### src/rtl/ibex_rf_write_arbiter.sv
// Register-file write-port arbiter: WB writes win, LSU load data bypasses or waits in an in-order buffer.
// Optional forwarding from the buffer is enabled by defining IBEX_RF_WBUF_FWD_EN.
module ibex_rf_write_arbiter #(
  parameter int unsigned DataWidth = 32,
  parameter int unsigned BufDepth  = 2,
  parameter bit          RV32E     = 1'b0
) (
  input  logic                 clk_i,
  input  logic                 rst_ni,
  input  logic                 wb_we_i,
  input  logic [4:0]           wb_waddr_i,
  input  logic [DataWidth-1:0] wb_wdata_i,
  input  logic                 lsu_valid_i,
  output logic                 lsu_ready_o,
  input  logic [4:0]           lsu_waddr_i,
  input  logic [DataWidth-1:0] lsu_wdata_i,
  output logic                 rf_we_o,
  output logic [4:0]           rf_waddr_o,
  output logic [DataWidth-1:0] rf_wdata_o,
  input  logic [4:0]           raddr_a_i,
  input  logic [4:0]           raddr_b_i,
  output logic                 pending_a_o,
  output logic                 pending_b_o,
  output logic                 fwd_a_valid_o,
  output logic [DataWidth-1:0] fwd_a_data_o,
  output logic                 fwd_b_valid_o,
  output logic [DataWidth-1:0] fwd_b_data_o,
  output logic                 buf_empty_o
);

  localparam int unsigned PtrW = $clog2(BufDepth);
  localparam int unsigned CntW = PtrW + 1;

  logic [4:0]           buf_addr_q [BufDepth];
  logic [DataWidth-1:0] buf_data_q [BufDepth];
  logic [BufDepth-1:0]  buf_valid_q;
  logic [PtrW-1:0]      rd_ptr_q, wr_ptr_q;
  logic [CntW-1:0]      count_q;

  logic [4:0]          wb_addr, lsu_addr;
  logic                empty, full, pop, lsu_accept, bypass, push, push_valid;
  logic [BufDepth-1:0] kill;

  // RV32E has only x0..x15, so bit 4 of a write address carries no information.
  assign wb_addr  = RV32E ? {1'b0, wb_waddr_i[3:0]}  : wb_waddr_i;
  assign lsu_addr = RV32E ? {1'b0, lsu_waddr_i[3:0]} : lsu_waddr_i;

  assign empty       = (count_q == '0);
  assign full        = (count_q == CntW'(BufDepth));
  assign buf_empty_o = empty;
  assign lsu_ready_o = rst_ni & ~full;
  assign lsu_accept  = lsu_valid_i & lsu_ready_o;
  assign pop         = rst_ni & ~wb_we_i & ~empty;
  assign bypass      = lsu_accept & ~wb_we_i & empty;
  // x0 loads are accepted and dropped; a same-cycle WB to the same register kills the entry on entry.
  assign push        = lsu_accept & ~bypass & (lsu_addr != 5'd0);
  assign push_valid  = ~(wb_we_i & (wb_addr == lsu_addr));

  always_comb begin
    kill = '0;
    for (int i = 0; i < BufDepth; i++) begin
      kill[i] = wb_we_i & (wb_addr != 5'd0) & (buf_addr_q[i] == wb_addr);
    end
  end

  always_comb begin
    rf_we_o    = 1'b0;
    rf_waddr_o = 5'd0;
    rf_wdata_o = '0;
    if (rst_ni && wb_we_i) begin
      rf_we_o    = (wb_addr != 5'd0);
      rf_waddr_o = wb_addr;
      rf_wdata_o = wb_wdata_i;
    end else if (pop) begin
      rf_we_o    = buf_valid_q[rd_ptr_q] & (buf_addr_q[rd_ptr_q] != 5'd0);
      rf_waddr_o = buf_addr_q[rd_ptr_q];
      rf_wdata_o = buf_data_q[rd_ptr_q];
    end else if (bypass) begin
      rf_we_o    = (lsu_addr != 5'd0);
      rf_waddr_o = lsu_addr;
      rf_wdata_o = lsu_wdata_i;
    end
  end

  always_comb begin
    pending_a_o = 1'b0;
    pending_b_o = 1'b0;
    for (int i = 0; i < BufDepth; i++) begin
      if (buf_valid_q[i] && buf_addr_q[i] == raddr_a_i && raddr_a_i != 5'd0) pending_a_o = 1'b1;
      if (buf_valid_q[i] && buf_addr_q[i] == raddr_b_i && raddr_b_i != 5'd0) pending_b_o = 1'b1;
    end
  end

`ifdef IBEX_RF_WBUF_FWD_EN
  // Walk from head to tail so the youngest matching entry wins.
  always_comb begin
    logic [PtrW-1:0] idx;
    idx          = '0;
    fwd_a_data_o = '0;
    fwd_b_data_o = '0;
    for (int k = 0; k < BufDepth; k++) begin
      idx = rd_ptr_q + PtrW'(k);
      if (CntW'(k) < count_q && buf_valid_q[idx]) begin
        if (buf_addr_q[idx] == raddr_a_i && raddr_a_i != 5'd0) fwd_a_data_o = buf_data_q[idx];
        if (buf_addr_q[idx] == raddr_b_i && raddr_b_i != 5'd0) fwd_b_data_o = buf_data_q[idx];
      end
    end
  end
  assign fwd_a_valid_o = pending_a_o;
  assign fwd_b_valid_o = pending_b_o;
`else
  assign fwd_a_valid_o = 1'b0;
  assign fwd_a_data_o  = '0;
  assign fwd_b_valid_o = 1'b0;
  assign fwd_b_data_o  = '0;
`endif

  always_ff @(posedge clk_i or negedge rst_ni) begin
    if (!rst_ni) begin
      for (int i = 0; i < BufDepth; i++) begin
        buf_addr_q[i] <= 5'd0;
        buf_data_q[i] <= '0;
      end
      buf_valid_q <= '0;
      rd_ptr_q    <= '0;
      wr_ptr_q    <= '0;
      count_q     <= '0;
    end else begin
      for (int i = 0; i < BufDepth; i++) begin
        if (kill[i]) buf_valid_q[i] <= 1'b0;
      end
      if (pop) begin
        buf_valid_q[rd_ptr_q] <= 1'b0;
        rd_ptr_q              <= rd_ptr_q + PtrW'(1);
      end
      if (push) begin
        buf_addr_q[wr_ptr_q]  <= lsu_addr;
        buf_data_q[wr_ptr_q]  <= lsu_wdata_i;
        buf_valid_q[wr_ptr_q] <= push_valid;
        wr_ptr_q              <= wr_ptr_q + PtrW'(1);
      end
      case ({push, pop})
        2'b10:   count_q <= count_q + CntW'(1);
        2'b01:   count_q <= count_q - CntW'(1);
        default: count_q <= count_q;
      endcase
    end
  end

endmodule

### config.mk
export PLATFORM = sky130hd
export DESIGN_NAME = ibex_rf_write_arbiter
export DESIGN_NICKNAME = d
export VERILOG_FILES = /design/src/rtl/ibex_rf_write_arbiter.sv
export SDC_FILE = /design/constraint.sdc
export NUM_CORES = 1
export LEC_CHECK = 0
export CORE_MARGIN = 2
export CORE_UTILIZATION = 40
export CTS_CLUSTER_DIAMETER = 80
export CTS_CLUSTER_SIZE = 16
export DETAILED_ROUTE_END_ITERATION = 6
export HOLD_SLACK_MARGIN = 0.02
export PLACE_DENSITY = 0.77
export SYNTH_ARGS = -nofsm -noshare
export SYNTH_HDL_FRONTEND = slang
export SYNTH_SLANG_ARGS = --single-unit
### constraint.sdc
create_clock -name clk_i -period 2 [get_ports clk_i]
set_clock_uncertainty 0.2 [all_clocks]
set_input_delay 0.4 -clock clk_i [delete_from_list [all_inputs] [get_ports clk_i]]
set_output_delay 0.4 -clock clk_i [all_outputs]
set_load 0.05 [all_outputs]
==> impl_metrics.toml <==
[placement]
place.gp.congestion = 0.900
hpwl_um = 10900
io_buffers = 129
dpl_worst_slack_ns = -0.794
placed_area_mm2 = 0.00812
dp_cells = 858

[routing]
drtPass1Iterations = 7
wl_per_cell_um = 18.3
drtAntennaViolNets = 0
vias_per_cell = 5.18
routed_wl_um = 16800
num_vias = 4751
drt_iter0_markers = 317
drc = 0

[clock_tree]
htree_levels = 3
cts-root-buf = "clkbuf_16"
clk_path_buf_depth = 2
path_clk_slew_ns = 0.06
cts_tree = "yes"
worstSkewPairLatency_ns = 0.32
cts_sinks = 80
cts_inserted_buffers = 9

[setup_path]
cpPeakStageDelay_ns = 0.43
worstPathCellList = "or2_4, clkinvlp_4, nor3_4, buf_12, a222oi_1, buf_4, a21oi_4, buf_12"
rrSetupSlack_ns = -0.11
reg2reg_to = "count_q[1]"
cpMostUsedCell = "buf_12"
arrival_ns = 2.16
startpoint = "count_q[1]"
crit_required_ns = 1.40
worstSetupEndpoint = "rf_wdata_o[19]"
setup.worst_path.class = "reg -> out"
worst-path-max-fanout = 18
slowest_stage = "a222oi_1"
r2r_cells = 11
critPathCaptureType = "output port"
rr_startpoint = "count_q[1]"
start_kind = "flop"

[floorplan]
die_area_mm2 = 0.0138
die_h_um = 117
die_w_um = 117
core_area_mm2 = 0.0126
io_pins = 196
fp-row-count = 41
start_util_pct = 40.9

[layout]
final_common_cell = "buf_4"
synthToLayoutAreaGrowth_pct = 79.9
drive_gt1_share_pct = 50.7
final_cell_mix = "buf_4, dfrtp_1, clkdlybuf4s50_1"
finalInstanceArea_mm2 = 0.00924
fin_cells = 917
layout.nets = 830
fill_cells = 815
n_antenna_cell = 0

[run_status]
violations = "negative setup slack"
status = "finished, violations left"

[sta]
worst_pin_slew_ns = 0.998
worst_slack_ns = -0.761
finalHoldViolCount = 0
drv_slew = 0
period_share_pct = 138
slew_headroom_pct = 33.5
fin_crit_ns = 2.76
rsz0062_at_grt = "true"
setup_violations = 108
tns_ns = -33.12
fmax_ghz = 0.362

[synth]
yosysUniqueCellTypes = 41
synth-seq-cells = 80
yosysTopAreaCell = "dfrtp_1"
synthTopCellsByArea = "dfrtp_1, mux2_4, buf_4"
netlist.area_leader.share_pct = 39.0
yosysWarnings = 0
netlist_instances = 475
syn_avg_cell_area_um2 = 10.8
synthArstFlopShare_pct = 100
synth.cell_area_mm2 = 0.00513
yosysSeqAreaShare_pct = 39.0
synth_edf_count = 0
synth_flop_cell = "dfrtp_1"

[worst_hold_path]
min_path_type = "in -> reg"
hold_depth = 3

[run]
maxCapViolCount = 0

[power_and_ir_drop]
p_leak_nw = 3.93
p_total_w = 0.0111
power_density_mw_per_mm2 = 1200
vdd_drop_max_v = 0.000594

[global_routing]
grt_max_degree = 80
grt.total_usage_pct = 23.1
grt_overflow = 0
antenna_found_initial = 0
grt_pass1_vias = 5090
grt_pass1_wl_um = 25900
[cells in the mapped netlist (5+ instances only)]
cell type and number:
buf_4 66, dfrtp_1 80, a222oi_1 32, a21oi_1 40, nand2_1 5, nor4_1 7, a22oi_1 5, nor2_1 41
buf_6 6, nand3_1 8, xor2_1 20, mux2_2 32, clkbuf_1 19, xnor2_1 19, mux2_1 9, mux2_4 38
buf_2 11, nor3_1 5
[registers in the layout, indices dropped and copies added, names as in the netlist]
register,flops
buf_addr_q,10
buf_data_q,64
buf_valid_q,2
count_q,2
rd_ptr_q,1
wr_ptr_q,1
[worst min-delay path by stage]
| stage | startpoint | to |
|---|---|---|
| after floorplan | rst_ni | buf_addr_q[0] |
| after CTS | lsu_waddr_i[2] | buf_addr_q[2] |
| after global placement | rst_ni | rd_ptr_q |
| after detailed placement | rst_ni | rd_ptr_q |
| after global routing | lsu_waddr_i[4] | buf_addr_q[4] |
| final | lsu_waddr_i[4] | buf_addr_q[9] |
[critical path: cells and delay by family (launching register included)]
family	cells	cell delay, ns
flops	1	0.38
buf+inv	4	0.63
compound gates	2	0.48
simple gates	2	0.34
[where the power goes]
group          internal, W  total [W]  switching [W]
registers          0.00247    0.00313       0.000666
clock network     0.000865    0.00152       0.000650
logic              0.00361    0.00648        0.00287
total              0.00694     0.0111        0.00419
[layout make-up]
| class | instances | area, µm² | area share (%) |
|---|---|---|---|
| inverter | 3 | 15.0 | 0.162 |
| tap | 172 | 215 | 2.33 |
| sequential | 80 | 2010 | 21.8 |
| clock inverter | 5 | 33.8 | 0.366 |
| clock buffer | 10 | 239 | 2.59 |
| multi-input combinational | 353 | 3320 | 35.9 |
| timing repair buffer | 294 | 3400 | 36.8 |
[logic make-up (layout without fill, tap and decap cells)]
family / Yosys count / in the layout / share of synthesized area (%)
DFF: 80 / 80 / 39.0
AOI/OAI and AO/OA: 86 / 86 / 12.1
xor gates and xnor gates: 39 / 39 / 6.65
other: 1 / 66 / 0.0730
and+or+nand+nor: 80 / 80 / 7.70
adders and majority gates: 1 / 1 / 0.244
muxes: 81 / 81 / 20.5
buffers and inverters: 107 / 312 / 13.8
[metrics by stage]
stage / utilization (%) / hold WS, ns
CTS: 71.6 / 0.219
floorplan: - / -0.0956
global placement: 64.6 / 0.130
detailed placement: 64.6 / 0.127
global route: 73.5 / 0.245
finish: 73.5 / 0.241
[routing by layer]
layer  part of all wire (%)  vias up  global-route usage [%]
met5                      0        -                       0
met4                    2.6        0                    8.89
met3                    5.6       35                    3.70
met2                     54      241                    42.0
met1                     38     2344                    27.3
li1                       -     2131                       -
[timing repair]
item	in CTS	in global routing
hold buffers	1	0
resized for setup	96	18
buffers inserted	27	11
cloned	7	3
pin swaps	36	18
endpoints found under the hold margin	1	0
endpoints found under the setup margin	118	119
(Power assumes the default switching activity.)
